--- config.mk ---
export PLATFORM = sky130hd
export DESIGN_NAME = mem_wb_stage_elastic
export DESIGN_NICKNAME = d
export VERILOG_FILES = /design/src/rtl/pipe_pkg.sv /design/src/rtl/pipe_entry_reg.sv /design/src/rtl/mem_wb_stage_elastic.sv
export SDC_FILE = /design/constraint.sdc
export NUM_CORES = 1
export LEC_CHECK = 0
export ABC_AREA = 0
export CAP_MARGIN = 20
export CORE_UTILIZATION = 44
export DETAILED_ROUTE_END_ITERATION = 10
export GPL_TIMING_DRIVEN = 0
export PLACE_DENSITY_LB_ADDON = 0.08
export SLEW_MARGIN = 5
export SYNTH_ARGS = -nofsm -noshare
export SYNTH_HDL_FRONTEND = slang
export SYNTH_SLANG_ARGS = --single-unit
--- constraint.sdc ---
create_clock -name clk -period 1.5 [get_ports clk]
set_input_delay 0.15 -clock clk [delete_from_list [all_inputs] [get_ports clk]]
set_output_delay 0.15 -clock clk [all_outputs]
set_load 0.02 [all_outputs]
--- src/rtl/pipe_pkg.sv ---
// Shared types for the MEM->WB elastic stage: occupancy states and the
// default-width writeback bundle layout.
package pipe_pkg;

    localparam int PIPE_XLEN = 64;
    localparam int PIPE_REGW = 5;

    // Encoding doubles as the bundle count reported on the occupancy port.
    typedef enum logic [1:0] {
        OCC_EMPTY = 2'd0,
        OCC_ONE   = 2'd1,
        OCC_TWO   = 2'd2
    } stage_occ_e;

    // Field order matches the parametrised bundle used inside the stage.
    typedef struct packed {
        logic [PIPE_XLEN-1:0] read_data;
        logic [PIPE_XLEN-1:0] alu_result;
        logic [PIPE_REGW-1:0] rd;
        logic                 memtoreg;
        logic                 regwrite;
    } mem_wb_bundle_t;

endpackage

--- src/rtl/pipe_entry_reg.sv ---
// One bundle register: synchronous clear, load enable, payload copied verbatim.
module pipe_entry_reg #(
    parameter int W = 8
) (
    input  logic         clk,
    input  logic         reset,
    input  logic         load,
    input  logic [W-1:0] d,
    output logic [W-1:0] q
);

    logic [W-1:0] entry_q;
    logic [W-1:0] entry_d;

    // Hold unless a new bundle is written into this slot.
    always_comb begin
        entry_d = entry_q;
        if (load) begin
            entry_d = d;
        end
    end

    // Payload register with synchronous clear.
    always_ff @(posedge clk) begin
        if (reset) begin
            entry_q <= '0;
        end else begin
            entry_q <= entry_d;
        end
    end

    assign q = entry_q;

endmodule

--- src/rtl/mem_wb_stage_elastic.sv ---
// MEM->WB pipeline stage with valid/ready handshake, optional one-entry skid
// slot, flush, x0 write guard and pre-muxed writeback data.
module mem_wb_stage_elastic
    import pipe_pkg::*;
#(
    parameter int XLEN    = 64,
    parameter int REGW    = 5,
    parameter int SKID_EN = 1
) (
    input  logic            clk,
    input  logic            reset,
    input  logic            flush,
    input  logic            in_valid,
    output logic            in_ready,
    input  logic [XLEN-1:0] in_read_data,
    input  logic [XLEN-1:0] in_alu_result,
    input  logic [REGW-1:0] in_rd,
    input  logic            in_memtoreg,
    input  logic            in_regwrite,
    output logic            out_valid,
    input  logic            out_ready,
    output logic [XLEN-1:0] out_read_data,
    output logic [XLEN-1:0] out_alu_result,
    output logic [REGW-1:0] out_rd,
    output logic            out_memtoreg,
    output logic            out_regwrite,
    output logic [XLEN-1:0] wb_data,
    output logic [1:0]      occupancy
);

    localparam int PW = 2*XLEN + REGW + 2;

    typedef struct packed {
        logic [XLEN-1:0] read_data;
        logic [XLEN-1:0] alu_result;
        logic [REGW-1:0] rd;
        logic            memtoreg;
        logic            regwrite;
    } bundle_t;

    stage_occ_e occ_q, occ_d;
    bundle_t    in_b, head_q, skid_q, head_d;
    logic       head_load, skid_load, head_from_skid;
    logic       acc, pop;

    assign in_b = '{read_data:  in_read_data,
                    alu_result: in_alu_result,
                    rd:         in_rd,
                    memtoreg:   in_memtoreg,
                    regwrite:   in_regwrite};

    assign out_valid = (occ_q != OCC_EMPTY);
    assign acc       = in_valid && in_ready;
    assign pop       = out_valid && out_ready;

    // Occupancy transitions and slot load enables; flush overrides everything.
    always_comb begin
        occ_d          = occ_q;
        head_load      = 1'b0;
        skid_load      = 1'b0;
        head_from_skid = 1'b0;
        unique case (occ_q)
            OCC_EMPTY: begin
                if (acc) begin
                    head_load = 1'b1;
                    occ_d     = OCC_ONE;
                end
            end
            OCC_ONE: begin
                if (acc && pop) begin
                    head_load = 1'b1;
                end else if (acc && (SKID_EN != 0)) begin
                    skid_load = 1'b1;
                    occ_d     = OCC_TWO;
                end else if (pop) begin
                    occ_d = OCC_EMPTY;
                end
            end
            OCC_TWO: begin
                if (pop) begin
                    head_load      = 1'b1;
                    head_from_skid = 1'b1;
                    occ_d          = OCC_ONE;
                end
            end
            default: occ_d = OCC_EMPTY;
        endcase
        if (flush) begin
            occ_d     = OCC_EMPTY;
            head_load = 1'b0;
            skid_load = 1'b0;
        end
        head_d = head_from_skid ? skid_q : in_b;
    end

    // Occupancy state register.
    always_ff @(posedge clk) begin
        if (reset) begin
            occ_q <= OCC_EMPTY;
        end else begin
            occ_q <= occ_d;
        end
    end

    pipe_entry_reg #(.W(PW)) u_head (
        .clk   (clk),
        .reset (reset),
        .load  (head_load),
        .d     (head_d),
        .q     (head_q)
    );

    generate
        if (SKID_EN != 0) begin : g_skid
            logic in_ready_q, in_ready_d;

            // Ready is a registered look-ahead of next occupancy, decoupling it from out_ready.
            always_comb begin
                in_ready_d = (occ_d != OCC_TWO);
            end

            // Registered upstream ready.
            always_ff @(posedge clk) begin
                if (reset) begin
                    in_ready_q <= 1'b1;
                end else begin
                    in_ready_q <= in_ready_d;
                end
            end

            assign in_ready = in_ready_q;

            pipe_entry_reg #(.W(PW)) u_skid (
                .clk   (clk),
                .reset (reset),
                .load  (skid_load),
                .d     (in_b),
                .q     (skid_q)
            );
        end else begin : g_noskid
            logic unused_skid_load;
            assign unused_skid_load = skid_load;
            assign skid_q           = '0;
            assign in_ready         = !out_valid || out_ready;
        end
    endgenerate

    assign out_read_data  = head_q.read_data;
    assign out_alu_result = head_q.alu_result;
    assign out_rd         = head_q.rd;
    assign out_memtoreg   = head_q.memtoreg;
    assign out_regwrite   = out_valid && head_q.regwrite && (head_q.rd != '0);
    assign wb_data        = head_q.memtoreg ? head_q.read_data : head_q.alu_result;
    assign occupancy      = occ_q;

endmodule

==> Word-level counts from Yosys, hierarchy flattened <==
Cells that the tools add are included.
{ "totals": {"regBits": 273, "latchBits": 0, "mem_bits_rw": 0, "rom_bits": 0, "in_bits": 140, "memories": 0} }
{ "op_classes": {"n_addsub": 0, "n_mul": 0, "n_div": 0, "magnitude_cmp": 0, "eq_ne": 3, "n_shift": 0, "mux": 18, "bitwise": 0, "n_reduce_logical": 8} }
{ "op_table": {"columns": ["operator", "n"], "rows": [
  ["$mux W135", 1],
  ["$mux W64", 1],
  ["$mux W2", 6],
  ["$mux W1", 8],
  ["$pmux W2 S3", 1],
  ["$logic_and A1 B1 Y1", 5],
  ["$reduce_bool A5 Y1", 1],
  ["$pmux W1 S3", 1],
  ["$eq A2 B1 Y1 const B", 1],
  ["$eq A2 B2 Y1 const B", 1],
  ["$logic_not A2 Y1", 1],
  ["$ne A2 B2 Y1 const B", 1],
  ["$reduce_bool A2 Y1", 1]
]} }

==> Longest topological paths before layout <==
{ "logic_depth": {"depth_word": 8, "mapped_depth": 8, "mapped_depth_nobuf": 4} }

==> Hierarchy <==
A second synthesis with hierarchy kept.
{ "unflattened": {"cells_unflattened": 1111, "area_unflattened_um2": 12238.0} }
{ "by_module_without_submodules": {"columns": ["module", "n_inst", "cells_per_inst", "area_each_um2", "seq_area_each_um2"], "rows": [
  ["pipe_entry_reg", 2, 435, 4760.8, 2702.6],
  ["mem_wb_stage_elastic", 1, 241, 2716.4, 60.1]
]} }

==> Worst setup path before layout <==
OpenSTA, ideal clock, no wires.
{ "synth_path": {"path_type": "reg2reg", "start": "reg occ_q[1] (netlist: occupancy[1])", "end": "reg u_head.entry_q[104] (netlist: u_head.q[104])", "t_arrival_ns": 1.683, "setup_slack_ns": -0.274, "stages_incl_launch_ff": 8, "cell_sequence": "dfxtp_1 buf_2 nand2_1 nor2_2 buf_2 clkbuf_1 nand2_1 a311oi_1"} }
{ "synth_via": {"elab_chain_cells": 6, "word_cells_on_any_way": 12, "cone_classes": "2 x eq/ne; 6 x mux; 4 x reduce/logical"} }
{ "synth_lines": {"columns": ["item", "line", "text"], "rows": [
  ["from (decl)", "mem_wb_stage_elastic.sv:41", "stage_occ_e occ_q, occ_d;"],
  ["from (signal assigned)", "mem_wb_stage_elastic.sv:99", "occ_q <= OCC_EMPTY;"],
  ["from (signal assigned)", "mem_wb_stage_elastic.sv:101", "occ_q <= occ_d;"],
  ["$reduce_bool A2 Y1", "mem_wb_stage_elastic.sv:52", "assign out_valid = (occ_q != OCC_EMPTY);"],
  ["$logic_and A1 B1 Y1", "mem_wb_stage_elastic.sv:54", "assign pop = out_valid && out_ready;"],
  ["$logic_and A1 B1 Y1", "mem_wb_stage_elastic.sv:70", "if (acc && pop) begin"],
  ["$mux W1", "mem_wb_stage_elastic.sv:70", null],
  ["$pmux W1 S3", "mem_wb_stage_elastic.sv:62", "unique case (occ_q)"],
  ["$mux W1", "mem_wb_stage_elastic.sv:88", "if (flush) begin"],
  ["to (signal assigned)", "pipe_entry_reg.sv:28", "entry_q <= entry_d;"],
  ["to (decl)", "pipe_entry_reg.sv:12", "logic [W-1:0] entry_q;"]
]} }
Several ways; a longest one is shown, not always the timed one.
A chain may end at the register's enable or synchronous reset.

==> Worst setup path after layout <==
{ "layout_path": {"start": "reg occ_q[1] (netlist: occupancy[1])", "end": "reg u_head.entry_q[55] (netlist: u_head.q[55])"} }
The elaborated chain is that of the path after synthesis.

==> run summary <==
The initial standard-cell utilization of the core came out at 45.2%. The tools report the final worst-path setup slack as -0.446 ns. Maximum number of pins on one net before global-route repair: 15. The yosys synthesis warning count came out at 0. The post-synthesis register bit count is 273, and the total of fill cells in the finished design is 1649. Once placement completed, the tool counted placed cells totaling 2276. The detail-routed net length per standard cell was 21.2 um.

The slowest library cell on the worst path is dfxtp_2. The number of sinks handled by clock tree synthesis is 273, and the number of buffers added on ports is 342. Post-DP HPWL: 28600 um.

The routed design has 51700 um of wire. Yosys attributes the largest share of cell area to dfxtp_1 45%, nand2_1 17%, a311oi_1 9.7%, buf_4 8.4%, mux2_2 5.9%. The checks that failed: negative setup slack. The summed instance area of the synthesized netlist came out at 0.0123 sq mm.

Setup repair after global routing could not meet its margin everywhere. The number of slew-limit violations in the final report is 0. The number of primary I/O pins was 343. The tools report the count of final setup violators as 339.

Once placement finished, the instance area stood at 0.0163 sq mm. The remaining global-route overflow was 0; the static power due to leakage was 10.5 nW. The first global-routing pass estimated 68100 um of wire. The tools report the cell at the root of the clock tree as clkbuf_16. The share of post-route cells with drive strength above 1 works out to 44.8%. The flow ran to the end, but the final reports show violations. The run gives 27 as the count of distinct cell types in the synthesized netlist. For this run, the slowest stage of the critical path takes 0.33 ns. In this run the worst path has a maximum fanout of 8. In this run the standard cell core region covers 0.0272 sq mm. The run gives 4 as the initial antenna violation count. The layout overhead on the synthesized area is 82.3%.

The run gives 12200 as the via count of the first global-routing pass. In this run the worst hold path is classified as primary input to flip-flop. From bottom edge to top edge, the die measures 169 um.

The power density over cell area is 931 mW/mm^2, and the horizontal die dimension is 169 um. The logs give 3 for the maximum buffer depth of the clock tree and 1.94 ns for the data required time of the worst path. Clock latency on the worst-skew pair, taken at its later pin, is 0.54 ns.

The die covers 0.0286 sq mm. Max-cap violations in this run came to 0. The logs give 28 for the number of buffers inserted during clock tree synthesis and 1 for the count of H-tree levels built during CTS.

After synthesis, the largest area contributor takes up 44.5% of total cell area. VDD sags by at most 0.816 mV. The number of failing hold endpoints at the final stage is 0, and the synthesized netlist cell count is 1562. After the first detailed-routing iteration, the DRC count stood at 1121. For this run, design rule violations remaining after detail routing come to 0. For this block, the via count after detailed routing is 13500. The mean number of vias per cell is 5.56. The critical path in this run is classified as flip-flop to flip-flop. The logs give 1702 for the net count after synthesis and 2434 for the count of placed standard cells in the final layout, fillers left out. The critical path goes through buf_6 -> nand4b_1 -> a31oi_4 -> buf_12 -> buf_16 -> buf_12 -> buf_8 -> nor2_1 -> a311oi_2. Grouping stages by cell kind, the critical path spends the most delay in buffers and inverters. The detail route stage leaves a number of antenna-violating nets equal to 0. The tools report the category of the worst setup path launch point as a flip-flop. STA classifies the critical path endpoint as a flip-flop. The cell type contributing the most total cell area after synthesis is dfxtp_1. For the routability congestion estimate, the log shows 0.870.

Headroom to the max-slew limit came out at 46.3%. Of the available clock period, the critical path in the final layout requires 130%. Once layout is done, the placed cells without fillers occupy 0.0224 sq mm.

The final critical delay including setup and external delays works out to 1.95 ns. TritonCTS built the clock tree. The register clock-pin slew on the reported worst setup and hold paths was 0.07 ns; the average cell area after synthesis was 7.86 sq um.

Worst clock skew: 0.0110 ns. The tools report the final-stage net count as 2177. The transition time of the tightest slew-check pin came out at 0.805 ns.

The arrival time of data at the critical path endpoint came out at 2.38 ns. Row generation in the floorplan step produced 60 rows. Sequential elements use 44.5% of the synthesized area. The critical path buffer and inverter count works out to 5.

The maximum clock frequency came out at 514 MHz. For this run, the detailed router's first-pass iteration total came to 6. The run gives 30.3% as the global-route usage over all layers. By instance count, the cell type seen most on the critical path is buf_12.
## routing by layer
layer / global-route usage (%) / part of all wire (%)
met3: 6.03 / 7.6
met5: 0 / 0.025
met2: 51.5 / 50
met1: 38.4 / 39
met4: 9.99 / 3.9
## cells in the mapped netlist, drive strengths merged
| library cell | instances |
|---|---|
| o311a | 1 |
| nand3 | 1 |
| or3 | 1 |
| or4 | 1 |
| nand3b | 1 |
| a21oi | 135 |
| nor2b | 1 |
| nand4bb | 1 |
| a31oi | 1 |
| mux2 | 64 |
| nor4 | 1 |
| nand2 | 543 |
| nor2 | 138 |
| a311oi | 136 |
| nand4 | 1 |
| buf | 173 |
| a21o | 1 |
| dfxtp | 273 |
| and3b | 1 |
| or2 | 1 |
| clkbuf | 85 |
| nand4b | 1 |
| mux2i | 1 |
## cell usage in the layout, fill, tap and decap left out, types with 2 or more instances in the layout
cell type and count:
buf_16 15, a311oi_2 42, nand2_4 113, dfxtp_4 3, a21oi_2 127, bufinv_16 5
nand2_1 387, mux2_4 64, nand2_2 43, a311oi_1 94, buf_8 43, buf_6 95
buf_2 2, clkbuf_4 6, clkbuf_2 32, a21oi_1 8, nor2_1 102, buf_4 175
clkdlybuf4s50_1 139, dfxtp_2 8, clkbuf_1 20, diode_2 3, nor2_2 18, clkbuf_8 10
nor2_4 18, dfxtp_1 262, buf_12 29, clkbuf_16 60, dlymetal6s2s_1 116, clkinv_2 6
## logic make-up after synthesis
family,Yosys count,share of synthesized area [%]
buf+inv,258,12.5
simple gates,692,21.5
mux,65,5.95
flops,273,44.5
compound gates,274,15.5
## repair_timing
| action | 4_1_cts | 5_1_grt |
|---|---|---|
| gates resized for setup | 745 | 752 |
| pin swaps | 109 | 244 |
| endpoints found under the setup margin | 475 | 455 |
| gates cloned | 28 | 19 |
| buffers inserted | 45 | 31 |
| hold buffers | 0 | 0 |
## sequential cells by signal (all words and copies together) (netlist names)
name and flops:
g_skid.u_skid.q 135, u_head.q 135, occupancy 2, in_ready 1
## through the flow
stage | utilization, % | TNS (ns) | hold slack (ns) | total power, mW | setup slack, ns
floorplan | - | -10.35 | 0.218 | 9.98 | -0.0967
global placement | 59.8 | -297.52 | 0.442 | 11.7 | -1.07
detailed placement | 59.8 | -300.23 | 0.447 | 11.7 | -1.09
CTS | 72.3 | -122.83 | 0.177 | 20.3 | -0.411
global route | 82.3 | -110.72 | 0.200 | 21.4 | -0.519
finish | 82.3 | -91.50 | 0.198 | 20.8 | -0.446
## path summary, 6_finish.rpt
check | slack [ns] | end | startpoint | depth (start not counted)
max reg2reg | -0.45 | u_head.q[55] | occupancy[1] | 9
min | 0.20 | g_skid.u_skid.q[20] | in_alu_result[13] | 3
max | -0.45 | u_head.q[55] | occupancy[1] | 9
min reg2reg | 0.46 | g_skid.u_skid.q[127] | g_skid.u_skid.q[127] | 2
## tightest hold or removal path: stages
cell and delay (ns):
clkdlybuf4s50_1 0.42, nand2_1 0.08, a21oi_2 0.05
## report_power, final
part           internal (mW)  leakage, nW  switching [mW]
combinational           2.69         7.72            2.24
clock                   4.86        0.525            3.06
sequential              7.59         2.23           0.373
total                   15.1         10.5            5.67
## layout make-up
cell class | count | area (sq um) | area share (%)
clock buffers | 40 | 867 | 3.88
multi-input cells | 1031 | 7420 | 33.2
repair buffers | 453 | 5690 | 25.4
well taps | 372 | 465 | 2.08
plain buffers | 250 | 2250 | 10.1
flip-flops and latches | 273 | 5490 | 24.5
clock inverters | 12 | 188 | 0.839
diodes | 3 | 7.51 | 0.0336
No activity file was read; power rests on OpenSTA's default activity.
